===== config.mk =====
export PLATFORM = sky130hd
export DESIGN_NAME = store_buffer
export DESIGN_NICKNAME = d
export VERILOG_FILES = /design/src/rtl/store_buffer.sv
export SDC_FILE = /design/constraint.sdc
export NUM_CORES = 1
export LEC_CHECK = 0
export CAP_MARGIN = 10
export CORE_MARGIN = 10
export CORE_UTILIZATION = 45
export DETAILED_ROUTE_END_ITERATION = 8
export GPL_TIMING_DRIVEN = 0
export PLACE_DENSITY = 0.71
export SYNTH_ARGS = -nofsm -noshare
export SYNTH_HDL_FRONTEND = slang
export SYNTH_SLANG_ARGS = --single-unit
export TNS_END_PERCENT = 5

===== constraint.sdc =====
create_clock -name clk -period 4.9 [get_ports clk]
set_input_delay 0.49 -clock clk [delete_from_list [all_inputs] [get_ports clk]]
set_output_delay 0.49 -clock clk [all_outputs]
set_load 0.03 [all_outputs]

===== src/rtl/store_buffer.sv =====
// Posted-write FIFO between the memory stage and data RAM, drained via req/ack.
// Optional load forwarding from queued stores is built when STORE_BUF_FWD_EN is defined.
module store_buffer #(
    parameter int DEPTH = 4,
    parameter int AW    = 18,
    parameter int DW    = 18
) (
    input  logic          clk,
    input  logic          rst,
    input  logic          st_valid,
    input  logic [AW-1:0] st_addr,
    input  logic [DW-1:0] st_data,
    output logic          st_ready,
    output logic          full,
    output logic          empty,
    output logic          overflow,
    output logic          mem_req,
    output logic [AW-1:0] mem_addr,
    output logic [DW-1:0] mem_wdata,
    input  logic          mem_ack,
    input  logic [AW-1:0] ld_addr,
    output logic          ld_hit,
    output logic [DW-1:0] ld_data
);
    localparam int PW = $clog2(DEPTH);
    localparam int CW = PW + 1;
    localparam logic [CW-1:0] FULL_CNT = CW'(DEPTH);

    logic [AW-1:0] addr_mem [DEPTH];
    logic [DW-1:0] data_mem [DEPTH];
    logic [PW-1:0] wr_ptr_reg, rd_ptr_reg;
    logic [CW-1:0] count_reg;
    logic          overflow_reg;
    logic          push, pop;

    assign full      = (count_reg == FULL_CNT);
    assign empty     = (count_reg == '0);
    assign st_ready  = !full;
    assign overflow  = overflow_reg;
    assign mem_req   = !empty;
    // Space is judged from the registered count only, so a same-cycle pop never admits a push while full.
    assign push      = st_valid && !full;
    assign pop       = mem_req && mem_ack;
    assign mem_addr  = empty ? '0 : addr_mem[rd_ptr_reg];
    assign mem_wdata = empty ? '0 : data_mem[rd_ptr_reg];

    always_ff @(posedge clk or posedge rst) begin
        if (rst) begin
            wr_ptr_reg   <= '0;
            rd_ptr_reg   <= '0;
            count_reg    <= '0;
            overflow_reg <= 1'b0;
        end else begin
            if (push)
                wr_ptr_reg <= wr_ptr_reg + PW'(1);
            if (pop)
                rd_ptr_reg <= rd_ptr_reg + PW'(1);
            case ({push, pop})
                2'b10:   count_reg <= count_reg + CW'(1);
                2'b01:   count_reg <= count_reg - CW'(1);
                default: count_reg <= count_reg;
            endcase
            if (st_valid && full)
                overflow_reg <= 1'b1;
        end
    end

    // Entry storage is deliberately left unreset; readers mask it with empty / count.
    always_ff @(posedge clk) begin
        if (push) begin
            addr_mem[wr_ptr_reg] <= st_addr;
            data_mem[wr_ptr_reg] <= st_data;
        end
    end

`ifdef STORE_BUF_FWD_EN
    logic [DEPTH-1:0] slot_hit;
    logic [DW-1:0]    slot_data [DEPTH];
    logic             ld_hit_c;
    logic [DW-1:0]    ld_data_c;

    // Slot gi is the entry gi places behind the head, so higher gi means younger.
    for (genvar gi = 0; gi < DEPTH; gi++) begin : g_fwd
        logic [PW-1:0] idx;
        assign idx           = rd_ptr_reg + PW'(gi);
        assign slot_hit[gi]  = (CW'(gi) < count_reg) && (addr_mem[idx] == ld_addr);
        assign slot_data[gi] = data_mem[idx];
    end

    always_comb begin
        ld_hit_c  = 1'b0;
        ld_data_c = '0;
        for (int k = 0; k < DEPTH; k++) begin
            if (slot_hit[k]) begin
                ld_hit_c  = 1'b1;
                ld_data_c = slot_data[k];
            end
        end
    end

    assign ld_hit  = ld_hit_c;
    assign ld_data = ld_data_c;
`else
    logic unused_ld_addr;
    assign unused_ld_addr = ^ld_addr;
    assign ld_hit  = 1'b0;
    assign ld_data = '0;
`endif

endmodule

==> run_results.csv, run 1 <==
group,metric,value,unit
outcome,status,"finished, final reports clean",
worst_setup_path,path_buf_inv,3,
clocking,clk_latency,0.40,ns
logic_synthesis,synth_compound_area_frac,0.001243,
logic_synthesis,synthAdderAreaFrac,0.01367,
routing,route.detailed.drc,0,
clocking,cts_tree,"done",
layout,post-route-cell-area,0.007800,mm²
timing,hold_violations,0,
clocking,cts_buffers,17,
logic_synthesis,synth-seq-cells,152,
logic_synthesis,syn_area_per_cell,20.83,µm²
clocking,ctsHtreeMaxLevel,4,
timing,period_needed,3.174,ns
worst_setup_path,crit_path_max_fanout,10,
layout,diodes,0,
routing,viasPerCell,4.877,
worst_setup_path,arrival,2.68,ns
placement,dpl.hpwl,7.551,mm
routing,routedWlPerCell,19.14,µm
logic_synthesis,postSynthCellCount,290,
worst_setup_path,cp_cell_sequence,"or3_1 > clkbuf_1 > clkbuf_1 > and2_1 > clkdlybuf4s50_1",
worst_setup_path,r2r_slack,2.73,ns
worst_setup_path,critPathMaxStageDelay,0.67,ns
floorplan,die-area,0.01846,mm²
logic_synthesis,syn-cell-area,0.006040,mm²
placement,portBuffers,80,
timing,setup_viol,0,
logic_synthesis,yosys-top-cells-area,"edfxtp_1 (72%), mux4_2 (13%), and2_1 (4.2%)",
timing,rsz0062_at_grt,"false",
timing,setup_tns,0,ns
clocking,cts.clk_slew.worst_paths,0.06,ns
timing,final.period_utilization,0.6478,
clocking,clockBufferDepth,2,
clocking,postCtsSetupRepairBufs,0,
floorplan,die_x,135.9,µm
floorplan,die_y,135.9,µm
global_routing,antenna_found_initial,0,
power_and_ir_drop,peakVddDrop,0.3026,mV
worst_setup_path,cp_common_cell,"clkbuf_1",
layout,layout-drive-gt1-share,0.2335,
floorplan,initial_utilization,0.4579,
timing,finClkSkew,0.006575,ns
global_routing,gr-total-overflow,0,
placement,gp_congestion,0.6619,
routing,drtIter0Drc,280,
global_routing,grt_pass1_vias,3233,
routing,ant_nets,0,
clocking,cts_hold_buf,0,
logic_synthesis,yosys.area_share.simple,0.04682,
worst_setup_path,reg2reg_depth,6,
clocking,cts_resized,0,
logic_synthesis,synthXorXnorAreaFrac,0.008701,
routing,wl,11.48,mm
logic_synthesis,muxShareOfSynthArea,0.1378,
logic_synthesis,yosysTopAreaCell,"edfxtp_1",
logic_synthesis,yosysWarnings,0,
layout,final_common_cell,"edfxtp_1",
timing,slew_viol_final,0,
timing,fmax,315.0,MHz
global_routing,globalRouteTotalUtil,0.1288,
floorplan,row_count,42,
placement,place_area,0.007213,mm²
power_and_ir_drop,cellLeakagePower,2.710,nW
power_and_ir_drop,power_density,677.3,mW/mm²
worst_setup_path,end_kind,"output pin",
global_routing,grt_max_degree,26,
global_routing,grt_pass1_wl,17.97,mm
logic_synthesis,synth_top_area_frac,0.7160,
routing,vias,2926,
worst_setup_path,crit_slowest_cell,"clkdlybuf4s50_1",
power_and_ir_drop,total_power,5.283,mW
clocking,cts_root_buf,"clkbuf_16",
layout,finalNetCount,475,
worst_setup_path,crit_required,4.41,ns
worst_setup_path,crit_type,"reg -> out",
routing,dr.pass1.iters,4,
logic_synthesis,seq_area_frac_synth,0.7491,
floorplan,ios,118,
floorplan,core_area,0.01319,mm²
job,drv_cap,0,
worst_setup_path,worstReg2RegStart,"count_reg[0]",
hold_path,hp-class,"in -> async",
layout,final_cell_mix,"edfxtp_1 (144), clkdlybuf4s50_1 (80), and2_1 (37)",
worst_setup_path,path_delay_family,"buffers and inverters",
layout,postLayoutCoreUtil,0.5913,
logic_synthesis,ys_types,22,
worst_setup_path,start_kind,"flop",
layout,syn2layout_area_growth,29.15,%
clocking,cts_sinks,152,
logic_synthesis,synth_top_family_by_area,"multiplexers",
worst_setup_path,reg2reg_to,"addr_mem[2][7]",
## area by class of cell
cell class | instances | area [µm²]
multi-input cells | 116 | 1334
plain buffers | 31 | 220.2
repair buffers | 84 | 880.8
clock buffers | 20 | 436.7
clock inverters | 12 | 150.1
inverters | 9 | 33.78
flip-flops and latches | 152 | 4524
fillers | 1011 | 5390
well taps | 176 | 220.2
## how the worst max path moves through the flow
stage	depth (start not counted)	from	end
detailed placement	5	count_reg[0]	mem_wdata[2]
global route	5	count_reg[0]	mem_wdata[4]
finish	5	count_reg[0]	mem_wdata[2]
global placement	3	st_valid	addr_mem[0][10]
CTS	5	count_reg[0]	mem_wdata[2]
floorplan	5	count_reg[0]	addr_mem[0][0]
## per-stage QoR
step / setup WS (ns) / cells / hold WS (ns)
finish: 1.726 / 600 / 0.3393
global route: 1.534 / 600 / 0.3518
CTS: 1.608 / 600 / 0.3385
detailed placement: 2.074 / 568 / 0.4532
global placement: 1.495 / 564 / 0.4396
floorplan: 2.272 / 308 / 0.3057
## routing by layer
metal,routed length [µm],track usage,share of wire,vias to the layer above
li1,-,-,-,1335
met1,4881,0.1589,0.43,1495
met2,5678,0.2060,0.49,85
met3,825,0.04908,0.072,11
met4,99,0.04083,0.0086,0
met5,0,0,0,-
## synth_stat cells (all sizes together)
master    n
nor2      1
xor2      3
clkbuf    4
or3       1
nand3     2
and2     41
edfxtp  144
inv       9
conb      1
nor2b     1
buf      27
mux4     36
a21o      1
xnor2     3
mux2i     1
dfrtp     8
fa        1
mux2      1
ha        5
## cell families after synthesis
kind of cell,count (synthesis)
flip-flops,152
AND/OR/NAND/NOR,46
buffers and inverters,40
multiplexers,38
adder cells (fa/ha/maj),6
XOR/XNOR,6
other,1
AO/OA/AOI/OAI,1
## power breakdown
group          internal [mW]  switching [mW]
clock network          0.800           0.488
registers               1.72          0.0667
logic                   1.00            1.20
total                   3.53            1.76
(Power assumes the default switching activity.)
==> inputs of run 2 (changes only) <==
- PLACE_DENSITY: 0.71 -> 0.74
- clock period: 4.9 -> 2.8 ns (I/O delays scaled with it)
==> run_results.csv, run 2 (same netlist as run 1, synthesis figures left out) <==
group,metric,value,unit
outcome,status,"finished, final reports clean",
worst_setup_path,end_kind,"output pin",
timing,hold_violations,0,
layout,syn2layout_area_growth,30.31,%
placement,dpl.hpwl,7.600,mm
routing,dr.pass1.iters,4,
global_routing,grt_max_degree,21,
floorplan,core_area,0.01319,mm²
routing,routedWlPerCell,19.37,µm
timing,relSlewSlack,0.6087,
layout,diodes,0,
floorplan,row_count,42,
clocking,clockBufferDepth,2,
power_and_ir_drop,total_power,9.313,mW
timing,final.period_utilization,0.9592,
clocking,cts_buffers,17,
timing,finalHoldWorstSlack,0.1373,ns
power_and_ir_drop,power_density,1183,mW/mm²
worst_setup_path,crit_path_max_fanout,10,
worst_setup_path,crit_required,2.52,ns
timing,setup_viol,0,
timing,fmax,372.3,MHz
timing,worst_slew_pin_slew,0.5869,ns
power_and_ir_drop,peakVddDrop,0.6159,mV
global_routing,grt_pass1_vias,3231,
job,drv_cap,0,
routing,ant_nets,0,
clocking,cts_sinks,152,
worst_setup_path,reg2reg_depth,6,
floorplan,ios,118,
global_routing,globalRouteTotalUtil,0.1301,
layout,final_common_cell,"edfxtp_1",
worst_setup_path,crit_type,"reg -> out",
worst_setup_path,start_kind,"flop",
placement,placedCellCount,568,
clocking,cts_hold_buf,0,
layout,final_cell_mix,"edfxtp_1 (144), clkdlybuf4s50_1 (62), and2_1 (37)",
routing,vias,2920,
global_routing,antenna_found_initial,0,
clocking,cts_tree,"done",
hold_path,hp-class,"in -> async",
floorplan,die_x,135.9,µm
layout,instances_no_fill,600,
worst_setup_path,arrival,2.41,ns
clocking,clk_latency,0.40,ns
floorplan,initial_utilization,0.4579,
timing,finClkSkew,0.005504,ns
placement,gp_congestion,0.6546,
power_and_ir_drop,cellLeakagePower,2.850,nW
placement,portBuffers,80,
global_routing,gr-total-overflow,0,
timing,rsz0062_at_grt,"false",
routing,drtIter0Drc,167,
clocking,cts_root_buf,"clkbuf_16",
layout,finalNetCount,475,
timing,setup_tns,0,ns
global_routing,grt_pass1_wl,18.06,mm
routing,viasPerCell,4.867,
floorplan,die-area,0.01846,mm²
routing,wl,11.62,mm
clocking,ctsHtreeMaxLevel,4,
timing,slew_viol_final,0,
routing,route.detailed.drc,0,
layout,layout-drive-gt1-share,0.2429,
clocking,cts.clk_slew.worst_paths,0.06,ns
floorplan,die_y,135.9,µm
timing,period_needed,2.686,ns
run 2: cell count changes in the layout (fill, tap and decap cells not counted), moves of 3 or more:
cell	delta
clkdlybuf4s50_1	-18
dlygate4sd2_1	+10
dlymetal6s2s_1	+8
clkbuf_1	-4
clkinv_4	+3
run 2: path summary, 6_finish.rpt:
kind | from | endpoint | slack [ns]
max in group asynchronous | rst | rd_ptr_reg[1] | 2.41
worst max-delay path | rd_ptr_reg[1] | mem_addr[15] | 0.11
worst min register to register | overflow | overflow | 0.46
worst max register to register | count_reg[0] | addr_mem[0][14] | 0.57
worst min-delay path | rst | wr_ptr_reg[1] | 0.14
min in group clk | overflow | overflow | 0.46
run 2: per-stage QoR:
step,instance area (µm²),utilization,setup slack [ns]
after CTS,7845,0.5948,0.002566
after global placement,7128,0.5404,-0.3723
final,7870,0.5967,0.1142
after global routing,7870,0.5967,0.02927
after floorplan,6107,-,0.1722
after detailed placement,7228,0.5480,0.1322
run 2: area by class of cell:
| class | instances | area, µm² |
|---|---|---|
| fill | 981 | 5320 |
| buffer | 31 | 227.7 |
| multi-input combinational | 116 | 1334 |
| tap | 176 | 220.2 |
| timing repair buffer | 84 | 903.4 |
| clock inverter | 14 | 197.7 |
| sequential | 152 | 4524 |
| clock buffer | 18 | 429.2 |
| inverter | 9 | 33.78 |
run 2: critical path: stages, from the launching register on:
cell and delay, ns:
dfrtp_1 0.32, buf_2 0.26, buf_2 0.34, mux4_2 0.34
and2_1 0.17, clkdlybuf4s50_1 0.59
run 2: power by group:
part / leakage, nW / internal, mW / switching [mW] / total, mW
logic: 1.14 / 1.69 / 2.11 / 3.80
clock network: 0.298 / 1.50 / 0.881 / 2.38
registers: 1.41 / 3.02 / 0.116 / 3.13
total: 2.85 / 6.20 / 3.11 / 9.31
run 2: what timing repair did:
item                       4_1_cts  5_1_grt
resized for setup               12       10
setup endpoints to repair       10       17
buffers inserted                 0        0
run 2: metal layers:
metal,share of wire,GRT usage
met1,0.43,0.1633
met2,0.50,0.2068
met3,0.065,0.04871
met4,0.0065,0.03846
met5,0,0
==> inputs of run 3 (changes only) <==
- ABC_AREA: unset -> 0
- CAP_MARGIN: 10 -> 20
- SKIP_CTS_REPAIR_TIMING: unset -> 1
==> run_results.csv, run 3 (same netlist as run 1, synthesis figures left out) <==
group,metric,value,unit
outcome,status,"finished, final reports clean",
layout,layout-drive-gt1-share,0.2429,
worst_setup_path,arrival,2.41,ns
floorplan,die-area,0.01846,mm²
floorplan,initial_utilization,0.4579,
worst_setup_path,crit_path_max_fanout,10,
layout,syn2layout_area_growth,30.93,%
worst_setup_path,r2r_slack,0.56,ns
clocking,cts_tree,"done",
layout,postLayoutCoreUtil,0.5995,
worst_setup_path,timing.critical_path.to,"mem_addr[15]",
layout,fillCellCount,980,
timing,fmax,372.2,MHz
global_routing,gr-total-overflow,0,
clocking,clockBufferDepth,2,
timing,rsz0062_at_grt,"false",
worst_setup_path,critPathMaxStageDelay,0.59,ns
power_and_ir_drop,cellLeakagePower,2.935,nW
floorplan,die_x,135.9,µm
layout,post-route-cell-area,0.007908,mm²
clocking,cts_sinks,152,
floorplan,die_y,135.9,µm
routing,routedWlPerCell,19.46,µm
power_and_ir_drop,peakVddDrop,0.6157,mV
floorplan,core_area,0.01319,mm²
layout,finalNetCount,475,
worst_setup_path,crit_required,2.52,ns
timing,finClkSkew,0.005259,ns
worst_setup_path,reg2reg_depth,6,
placement,portBuffers,80,
routing,dr.pass1.iters,4,
clocking,ctsHtreeMaxLevel,4,
job,drv_cap,0,
timing,worst_slew_pin_slew,0.5874,ns
worst_setup_path,cp_common_cell,"buf_2",
global_routing,grt_pass1_vias,3228,
layout,instances_no_fill,600,
floorplan,row_count,42,
timing,slew_viol_final,0,
timing,setup_viol,0,
worst_setup_path,startpoint,"rd_ptr_reg[1]",
floorplan,ios,118,
global_routing,grt_pass1_wl,18.05,mm
timing,relSlewSlack,0.6084,
routing,vias,2926,
routing,viasPerCell,4.877,
clocking,clk_latency,0.40,ns
worst_setup_path,end_kind,"output pin",
timing,final.period_utilization,0.9596,
placement,post-place-ws,0.1322,ns
worst_setup_path,path_buf_inv,3,
timing,period_needed,2.687,ns
worst_setup_path,path_depth,5,
clocking,cts_buffers,17,
worst_setup_path,path_delay_family,"buffers and inverters",
worst_setup_path,start_kind,"flop",
global_routing,grt_max_degree,21,
placement,placedCellCount,568,
clocking,cts_root_buf,"clkbuf_16",
timing,setup_slack,0.1131,ns
worst_setup_path,crit_type,"reg -> out",
clocking,cts.clk_slew.worst_paths,0.06,ns
timing,hold_violations,0,
routing,drtIter0Drc,178,
global_routing,antenna_found_initial,0,
placement,place_area,0.007228,mm²
worst_setup_path,cp_cell_sequence,"buf_2 > buf_2 > mux4_2 > and2_1 > clkdlybuf4s50_1",
hold_path,hp-class,"in -> async",
layout,diodes,0,
layout,final_cell_mix,"edfxtp_1 (144), clkdlybuf4s50_1 (62), and2_1 (37)",
placement,gp_congestion,0.6546,
worst_setup_path,crit_slowest_cell,"clkdlybuf4s50_1",
power_and_ir_drop,power_density,1187,mW/mm²
global_routing,globalRouteTotalUtil,0.1300,
routing,wl,11.68,mm
placement,dpl.hpwl,7.600,mm
layout,final_common_cell,"edfxtp_1",
worst_setup_path,worstReg2RegStart,"count_reg[0]",
timing,finalHoldWorstSlack,0.1397,ns
routing,route.detailed.drc,0,
routing,ant_nets,0,
worst_setup_path,reg2reg_to,"addr_mem[0][14]",
-- run 3: report_power, final --
group | switching (mW) | internal (mW) | leakage (nW) | total, mW
clock | 0.887 | 1.50 | 0.298 | 2.39
sequential | 0.116 | 3.02 | 1.41 | 3.13
combinational | 2.11 | 1.75 | 1.23 | 3.86
-- run 3: metrics by stage --
step | power (mW) | TNS, ns
final | 9.384 | 0
after global routing | 9.842 | 0
after CTS | 9.564 | -2.921
after detailed placement | 7.161 | 0
after global placement | 7.001 | -52.58
after floorplan | 5.637 | 0
-- run 3: layer usage --
metal	wire, µm	vias up	track usage
li1	-	1342	-
met1	5055	1498	0.1633
met2	5802	80	0.2068
met3	749	6	0.04834
met4	72	0	0.03846
met5	0	-	0
-- run 3: worst reg2reg max path, cell delays in order, from the launching register on --
cell	delay (ns)
dfrtp_1	0.38
inv_1	0.09
nand3_1	0.13
inv_1	0.09
nor2b_1	0.38
and2_2	0.62
buf_16	0.25
-- run 3: cell type report --
type                    count  area [µm²]  share of cell area
inverters                   9       33.78            0.004272
flip-flops and latches    152        4524              0.5722
clock buffers              18       429.2             0.05427
repair buffers             84       940.9              0.1190
plain buffers              31       227.7             0.02880
clock inverters            14       197.7             0.02500
multi-input cells         116        1334              0.1687
well taps                 176       220.2             0.02785
-- run 3: worst min-delay path by stage --
| stage | from | end | slack, ns | cells past startpoint |
|---|---|---|---|---|
| after global placement | overflow | overflow | 0.44 | 1 |
| after CTS | rst | count_reg[0] | 0.13 | 2 |
| after floorplan | rst | count_reg[0] | 0.1 | 1 |
| after detailed placement | overflow | overflow | 0.45 | 1 |
| after global routing | rst | wr_ptr_reg[1] | 0.15 | 2 |
| final | rst | overflow | 0.14 | 2 |
